## config.mk

```make
export PLATFORM = sky130hd
export DESIGN_NAME = ace_snapshot_loader
export DESIGN_NICKNAME = d
export VERILOG_FILES = /design/src/rtl/ace_snapshot_loader_pkg.sv /design/src/rtl/ace_snapshot_loader_fifo.sv /design/src/rtl/ace_snapshot_loader.sv
export SDC_FILE = /design/constraint.sdc
export NUM_CORES = 1
export LEC_CHECK = 0
export CAP_MARGIN = 20
export CELL_PAD_IN_SITES_DETAIL_PLACEMENT = 1
export CELL_PAD_IN_SITES_GLOBAL_PLACEMENT = 1
export CORE_MARGIN = 2
export CORE_UTILIZATION = 35
export DETAILED_ROUTE_END_ITERATION = 7
export MAX_ROUTING_LAYER = met4
export PLACE_DENSITY = 0.73
export SLEW_MARGIN = 20
export SYNTH_ARGS = -nofsm -noshare
export SYNTH_HDL_FRONTEND = slang
export SYNTH_SLANG_ARGS = --single-unit
```

## constraint.sdc

```tcl
create_clock -name clk_sys -period 3.8 [get_ports clk_sys]
set_clock_uncertainty 0.2 [all_clocks]
set_input_delay 0.57 -clock clk_sys [delete_from_list [all_inputs] [get_ports clk_sys]]
set_output_delay 0.57 -clock clk_sys [all_outputs]
set_load 0.05 [all_outputs]
```

## src/rtl/ace_snapshot_loader_pkg.sv

```systemverilog
// rtl/ace_snapshot_loader_pkg.sv - shared types and constants for the snapshot loader
package ace_snapshot_loader_pkg;

    // Escape byte that introduces a run or the end-of-stream marker in RLE mode.
    localparam logic [7:0] ACE_ESC = 8'hED;

    // Default address of the first byte written into target memory.
    localparam logic [15:0] DEFAULT_BASE_ADDR = 16'h2000;

    // Decoder states.
    typedef enum logic [2:0] {
        ST_IDLE,
        ST_LIT,
        ST_ESC,
        ST_CNT,
        ST_RUN,
        ST_DONE,
        ST_HOLD
    } loader_state_e;

endpackage

```

## src/rtl/ace_snapshot_loader_fifo.sv

```systemverilog
// rtl/ace_snapshot_loader_fifo.sv - input byte FIFO with flush and show-ahead output
module loader_fifo #(
    parameter int WIDTH = 8,
    parameter int DEPTH = 8
) (
    input  logic                     clk_i,
    input  logic                     rst_i,
    input  logic                     flush_i,
    input  logic                     push_i,
    input  logic [WIDTH-1:0]         din_i,
    input  logic                     pop_i,
    output logic [WIDTH-1:0]         dout_o,
    output logic                     full_o,
    output logic                     empty_o,
    output logic [$clog2(DEPTH):0]   level_o
);

    localparam int AW = $clog2(DEPTH);

    logic [WIDTH-1:0] mem_q [DEPTH];
    logic [AW-1:0]    wr_ptr_q;
    logic [AW-1:0]    rd_ptr_q;
    logic [AW:0]      count_q;
    logic             do_push;
    logic             do_pop;
    logic             wr_en;
    logic [AW-1:0]    wr_idx;

    assign full_o  = (count_q == (AW+1)'(DEPTH));
    assign empty_o = (count_q == '0);
    assign level_o = count_q;
    assign dout_o  = mem_q[rd_ptr_q];

    // A push into a full FIFO is still accepted when a pop frees a slot in the same cycle.
    assign do_pop  = pop_i && !empty_o;
    assign do_push = push_i && (!full_o || do_pop);
    // A flush empties the FIFO but still captures a byte arriving in the same cycle.
    assign wr_en   = flush_i ? push_i : do_push;
    assign wr_idx  = flush_i ? '0 : wr_ptr_q;

    // Pointer and occupancy bookkeeping.
    always_ff @(posedge clk_i or posedge rst_i) begin
        if (rst_i) begin
            wr_ptr_q <= '0;
            rd_ptr_q <= '0;
            count_q  <= '0;
        end else if (flush_i) begin
            rd_ptr_q <= '0;
            wr_ptr_q <= push_i ? AW'(1) : '0;
            count_q  <= push_i ? (AW+1)'(1) : '0;
        end else begin
            if (do_push) wr_ptr_q <= wr_ptr_q + AW'(1);
            if (do_pop)  rd_ptr_q <= rd_ptr_q + AW'(1);
            count_q <= count_q + {{AW{1'b0}}, do_push} - {{AW{1'b0}}, do_pop};
        end
    end

    // Storage array; contents need no reset because occupancy gates every read.
    always_ff @(posedge clk_i) begin
        if (wr_en) mem_q[wr_idx] <= din_i;
    end

endmodule

```

## src/rtl/ace_snapshot_loader.sv

```systemverilog
// rtl/ace_snapshot_loader.sv - streams a raw or RLE snapshot into target memory
module ace_snapshot_loader
    import ace_snapshot_loader_pkg::*;
#(
    parameter int                 ADDR_W      = 16,
    parameter logic [ADDR_W-1:0]  BASE_ADDR   = ADDR_W'(DEFAULT_BASE_ADDR),
    parameter int                 FIFO_DEPTH  = 8,
    parameter int                 HOLD_CYCLES = 16,
    parameter bit                 RLE_EN      = 1'b1
) (
    input  logic              clk_sys,
    input  logic              reset,
    input  logic              ioctl_download,
    input  logic              ioctl_wr,
    input  logic [7:0]        ioctl_dout,
    input  logic              rle_mode,
    output logic [ADDR_W-1:0] mem_addr,
    output logic [7:0]        mem_data,
    output logic              mem_wr,
    input  logic              mem_ready,
    output logic              loader_reset,
    output logic              busy,
    output logic              overflow,
    output logic [ADDR_W-1:0] bytes_written
);

    localparam int LVL_W = $clog2(FIFO_DEPTH) + 1;

    loader_state_e      state_q, state_d;
    logic [ADDR_W-1:0]  addr_q, addr_d;
    logic [7:0]         data_q, data_d;
    logic               wr_q, wr_d;
    logic [ADDR_W-1:0]  bw_q, bw_d;
    logic               ovf_q, ovf_d;
    logic               rle_q, rle_d;
    logic [7:0]         cnt_q, cnt_d;
    logic [7:0]         val_q, val_d;
    logic [15:0]        hold_q, hold_d;
    logic               dl_q;

    logic               fifo_push;
    logic               fifo_pop;
    logic               fifo_flush;
    logic [7:0]         fifo_dout;
    logic               fifo_full;
    logic               fifo_empty;
    logic [LVL_W-1:0]   fifo_level;
    logic               dl_rise;
    logic               stream_end;

    assign fifo_push  = ioctl_wr && ioctl_download;
    assign dl_rise    = ioctl_download && !dl_q;
    assign stream_end = !ioctl_download && (fifo_level == '0);

    loader_fifo #(
        .WIDTH (8),
        .DEPTH (FIFO_DEPTH)
    ) u_fifo (
        .clk_i   (clk_sys),
        .rst_i   (reset),
        .flush_i (fifo_flush),
        .push_i  (fifo_push),
        .din_i   (ioctl_dout),
        .pop_i   (fifo_pop),
        .dout_o  (fifo_dout),
        .full_o  (fifo_full),
        .empty_o (fifo_empty),
        .level_o (fifo_level)
    );

    // State and datapath registers; reset aborts any load in progress at once.
    always_ff @(posedge clk_sys or posedge reset) begin
        if (reset) begin
            state_q <= ST_IDLE;
            addr_q  <= BASE_ADDR;
            data_q  <= '0;
            wr_q    <= 1'b0;
            bw_q    <= '0;
            ovf_q   <= 1'b0;
            rle_q   <= 1'b0;
            cnt_q   <= '0;
            val_q   <= '0;
            hold_q  <= '0;
            dl_q    <= 1'b0;
        end else begin
            state_q <= state_d;
            addr_q  <= addr_d;
            data_q  <= data_d;
            wr_q    <= wr_d;
            bw_q    <= bw_d;
            ovf_q   <= ovf_d;
            rle_q   <= rle_d;
            cnt_q   <= cnt_d;
            val_q   <= val_d;
            hold_q  <= hold_d;
            dl_q    <= ioctl_download;
        end
    end

    // Decoder next state, write handshake and FIFO pop control.
    always_comb begin
        state_d    = state_q;
        addr_d     = addr_q;
        data_d     = data_q;
        wr_d       = wr_q;
        bw_d       = bw_q;
        ovf_d      = ovf_q;
        rle_d      = rle_q;
        cnt_d      = cnt_q;
        val_d      = val_q;
        hold_d     = hold_q;
        fifo_pop   = 1'b0;
        fifo_flush = 1'b0;

        // Retire the pending write; the slot is then free to be reloaded below.
        if (wr_q && mem_ready) begin
            wr_d   = 1'b0;
            addr_d = addr_q + ADDR_W'(1);
            bw_d   = bw_q + ADDR_W'(1);
        end

        // A new write is only loaded on a cycle the memory is ready, so a
        // stalled memory leaves bytes queued in the FIFO instead of the slot.
        case (state_q)
            ST_LIT: begin
                if (!fifo_empty) begin
                    if (rle_q && fifo_dout == ACE_ESC) begin
                        fifo_pop = 1'b1;
                        state_d  = ST_ESC;
                    end else if (mem_ready) begin
                        fifo_pop = 1'b1;
                        wr_d     = 1'b1;
                        data_d   = fifo_dout;
                    end
                end else if (stream_end && !wr_q) begin
                    state_d = ST_HOLD;
                    hold_d  = '0;
                end
            end
            ST_ESC: begin
                if (!fifo_empty) begin
                    fifo_pop = 1'b1;
                    if (fifo_dout == 8'h00) begin
                        state_d = ST_DONE;
                    end else begin
                        cnt_d   = fifo_dout;
                        state_d = ST_CNT;
                    end
                end else if (stream_end) begin
                    state_d = ST_LIT;
                end
            end
            ST_CNT: begin
                if (!fifo_empty) begin
                    fifo_pop = 1'b1;
                    val_d    = fifo_dout;
                    state_d  = ST_RUN;
                end else if (stream_end) begin
                    state_d = ST_LIT;
                end
            end
            ST_RUN: begin
                if (mem_ready) begin
                    wr_d   = 1'b1;
                    data_d = val_q;
                    cnt_d  = cnt_q - 8'd1;
                    if (cnt_q == 8'd1) state_d = ST_LIT;
                end
            end
            ST_DONE: begin
                if (!fifo_empty) begin
                    fifo_pop = 1'b1;
                end else if (stream_end && !wr_q) begin
                    state_d = ST_HOLD;
                    hold_d  = '0;
                end
            end
            ST_HOLD: begin
                if (int'(hold_q) + 1 >= HOLD_CYCLES) begin
                    state_d = ST_IDLE;
                end else begin
                    hold_d = hold_q + 16'd1;
                end
            end
            default: ;
        endcase

        // A download start overrides everything and restarts from a clean slate.
        if (dl_rise) begin
            state_d    = ST_LIT;
            addr_d     = BASE_ADDR;
            bw_d       = '0;
            ovf_d      = 1'b0;
            wr_d       = 1'b0;
            cnt_d      = '0;
            hold_d     = '0;
            rle_d      = RLE_EN ? rle_mode : 1'b0;
            fifo_pop   = 1'b0;
            fifo_flush = 1'b1;
        end else if (fifo_push && fifo_full && !fifo_pop) begin
            ovf_d = 1'b1;
        end
    end

    assign mem_addr      = addr_q;
    assign mem_data      = data_q;
    assign mem_wr        = wr_q;
    assign loader_reset  = (state_q != ST_IDLE);
    assign busy          = (state_q != ST_IDLE);
    assign overflow      = ovf_q;
    assign bytes_written = bw_q;

endmodule

```

==> results <==
- A synthesized cell averages about 11 um^2.
- Dividing the final minimum period by the clock period gives 0.957.
- Prior to clock tree synthesis, the placed netlist has a worst setup slack of -21.7 ps.
- Traced cell by cell, the critical path runs through buf_4, mux4_2, mux2i_1, nor2_1, and4_4, a2111oi_2, nor3_2, ha_1, inv_1, ha_1, a21o_1, a21oi_1, xnor2_1, nor2_1.
- The height of the die is 150 um.
- The number of instances in the synthesized netlist is about 660.
- The commonest cells after synthesis are 88 x dfrtp_1, 71 x nand2_1, 64 x edfxtp_1, 54 x nor2_1, 30 x a21oi_1.
- For this block, the routed nets add up to 19.4 mm of wire.
- The final estimated routing congestion in global placement is ~0.86.
- The worst-case clock buffer depth is 2.
- The worst pin sits at a relative slew slack of 0.410.
- The final number of max-transition violations is 0.
- The first global-routing pass estimated between 30 and 40 mm of wire.
- The actual slew at the worst max-slew pin is 874 ps.
- Across the run, the number of max-cap violations was 0.
- The cell accounting for the most synthesized area is dfrtp_1.
- The unique cell type count in the Yosys netlist is between 70 and 80.
- For this configuration, the core starts out at a cell density of 0.356.
- TritonCTS built the clock tree.
- Once detail routing completed, the nets flagged for antenna violations numbered 0.
- The latest clock arrival within the worst-skew pair is between 400 and 500 ps.
- The placed standard-cell area is between 8000 and 9000 um^2.
- The number of buffers added on ports is 57.
- 0 antenna diodes ended up in the layout.
- The kind of critical path is reg2reg.
- By area the synthesized netlist is led by dfrtp_1 29%, edfxtp_1 26%, nand2_1 3.6%, mux2i_1 2.8%, nor2_1 2.7%.
- Setup violations remaining at the end of the flow were counted as 0.
- The filler-free cell count of the finished design is between 1000 and 1500.
- The total placed cells including tap cells is a little under 1000.
- The sort of element at the end of the critical path is a flop.
- Counting flops and latches in the post-synthesis netlist gives between 150 and 200.
- Summed over all nets, the half-perimeter wirelength after detailed placement is ~14 mm.
- Setup slack closes at roughly 160 ps.
- Setup repair after global routing left no endpoint under its margin.
- The number of enable-type register cells in the synthesized netlist is 64.
- By instance count, the leading cell after synthesis is dfrtp_1.
- The iteration-0 DRC count of the detailed router is around 300.
- The fraction of layout instances using a drive strength above 1 is 0.131.
- Summed over all cells, the static leakage comes to ~3.6 nW.
- The share of synthesized area in the top cell type comes to 0.295.
- The summed instance area of the synthesized netlist is 7470 um^2.
- The I/O pin total is 58.
- The floorplan step defined a die boundary enclosing around 23000 um^2.
- The via count normalized by instance count is ~5.4.
- The master cell of the clock root buffer is clkbuf_16.
- During synthesis, Yosys emitted a total of 0 warnings.
- The number of global-route vias before repair came to approximately 6000.
- The fraction of registers with async set or reset after synthesis is 0.582.
- The number of nets in the layout is about 770.
- From synthesis to final layout, the design area changed by 22.3%.
- The die is approximately 150 um wide.
- The maximum resistive drop on vdd is ~0.33 mV.
- Among all flip-flop cells after synthesis, the most frequent one is dfrtp_1.
- The placeable core region is between 20000 and 25000 um^2.
- Setup total negative slack on the finished layout was measured at 0 ps.
- Data on the critical path is required at its endpoint by 3900 ps.
- The average wire length per cell after detail routing is ~19 um.
- The maximum frequency from static timing analysis is between 200 and 300 MHz.
- The overall fraction of global-route tracks in use is 0.184.
- The final design area excluding fillers is 9140 um^2.
- For this run the aggregate overflow at the end of global routing stands at 0.
- The flow ran to the end, and the final reports show no timing, DRC or antenna violations.
- After detailed routing, the number of remaining DRC violations is 0.
- The largest net degree at the start of global routing is between 40 and 50.
- The total power per unit cell area is around 690 nW/um^2.
- The net count after synthesis is slightly below 700.
- The path class of the tightest hold or removal check is reg2reg.
- The post-route core utilization is 0.435.
- The number of clock sinks seen by CTS is ~150.
- The slowest stage of the critical path belongs to the cell mux4_2.
- For this run, the detailed router's first-pass iteration total came to 4.
- Counting the buffers created by CTS gives 17.
- For this run, the slowest stage of the critical path takes 500 ps.
- The critical path startpoint category is a flop.
- Clock-pin slew was measured on the worst setup and hold paths at ~60 ps.
- The H-tree generated during clock tree synthesis spans 4 levels.
- Across all layers, the routed design uses 5548 vias.
- The highest net fanout along the worst path is 7.
- The worst path arrival time is roughly 3700 ps.
- The final number of hold-violating endpoints was 0.
- Row generation in the floorplan step produced 53 rows.
- Subtracting the final worst setup slack from the clock period gives between 3000 and 4000 ps.
- The number of antenna violations at the first check in global routing is 0.
- Of the synthesized area, sequential elements account for 0.555.
- The number of filler instances in the final layout is between 2000 and 2500.
==> final timing paths <==
| check | depth (start not counted) | end | slack, ps | startpoint |
|---|---|---|---|---|
| worst max-delay path | 14 | u_fifo.level_o[3]$_DFF_PP0_ | 160 | u_fifo.rd_ptr_q[0]$_DFFE_PP0P_ |
| worst min-delay path | 2 | val_q[7]$_DFFE_PP0P_ | 280 | val_q[7]$_DFFE_PP0P_ |
| worst max register to register | 14 | u_fifo.level_o[3]$_DFF_PP0_ | 160 | u_fifo.rd_ptr_q[0]$_DFFE_PP0P_ |
| worst min register to register | 2 | val_q[7]$_DFFE_PP0P_ | 280 | val_q[7]$_DFFE_PP0P_ |
| max in group asynchronous | 3 | mem_addr[13]$_DFFE_PP1P_ | 2210 | reset |
| min in group asynchronous | 2 | hold_q[14]$_DFFE_PP0P_ | 400 | reset |
==> stage by stage <==
stage                     total power, mW  hold WS [ps]
after floorplan                      3.83           246
after global placement               4.42           261
after detailed placement             4.56           271
after CTS                            6.30           286
after global routing                 6.68           313
final                                6.33           282
==> critical path: cells and delay by family (launching register included) <==
family          cells  cell delay (ps)
flops               1              450
mux                 2              710
compound gates      3              850
fa+ha+maj           2              520
simple gates        4              440
buf+inv             2              190
xor+xnor            1              150
==> flip-flops by register name, summed over array words and instances, names as in the netlist <==
name / count
u_fifo.rd_ptr_q: 3
cnt_q: 8
dl_q: 1
u_fifo.wr_ptr_q: 3
mem_data: 8
hold_q: 16
overflow: 1
state_q: 3
u_fifo.level_o: 4
bytes_written: 16
mem_wr: 1
rle_q: 1
u_fifo.mem_q: 64
val_q: 8
mem_addr: 16
==> layer usage <==
layer  part of all wire  GRT usage
met4              0.021     0.0741
met1               0.44      0.224
met3              0.026     0.0342
met5                  0          -
met2               0.52      0.305
==> what timing repair did <==
action,CTS,global route
pin swaps,0,2
resized for setup,1,3
buffers inserted,0,8
endpoints found under the setup margin,3,17
hold buffers,0,0
==> kinds of logic (layout without fill, tap and decap cells) <==
family	Yosys count	count (layout)	share of synthesized area
buffers and inverters	50	144	0.0295
flip-flops	153	153	0.555
multiplexers	47	47	0.0793
AND/OR/NAND/NOR	262	262	0.181
AO/OA/AOI/OAI	107	107	0.0961
XOR/XNOR	28	28	0.0328
adder cells (fa/ha/maj)	15	15	0.0261
==> cells in the final DEF (no fill, tap or decap), types with 7 or more instances in the layout <==
master | Yosys | layout
a21oi_1 | 30 | 30
and2_1 | 15 | 15
and3_1 | 8 | 8
buf_4 | 4 | 31
clkbuf_16 | 0 | 17
clkdlybuf4s50_1 | 0 | 57
dfrtp_1 | 88 | 87
edfxtp_1 | 64 | 64
ha_1 | 14 | 14
inv_1 | 19 | 18
mux2_1 | 8 | 8
mux2_2 | 10 | 10
mux2i_1 | 21 | 21
mux4_2 | 8 | 8
nand2_1 | 71 | 71
nand3_1 | 28 | 28
nand4_1 | 19 | 19
nor2_1 | 54 | 54
nor3_1 | 16 | 15
nor4_1 | 13 | 13
o21ai_0 | 21 | 21
or3_1 | 7 | 7
xnor2_1 | 8 | 8
xor2_1 | 20 | 20
==> where the power goes <==
| group | total (mW) | internal, mW | switching (mW) | leakage, nW |
|---|---|---|---|---|
| Clock | 1.71 | 0.982 | 0.725 | 0.288 |
| Sequential | 2.24 | 1.98 | 0.265 | 1.76 |
| Combinational | 2.38 | 0.964 | 1.41 | 1.51 |
| Total | 6.33 | 3.92 | 2.40 | 3.56 |
==> final cells by class <==
class	instances	area [um^2]	area share
Timing Repair Buffer	91	855	0.0935
Sequential cell	153	4150	0.454
Tap cell	275	344	0.0376
Inverter	21	80.1	0.00876
Multi-Input combinational cell	459	3120	0.341
Clock inverter	15	164	0.0179
Clock buffer	17	425	0.0465
Power figures use the tool's default switching activity.
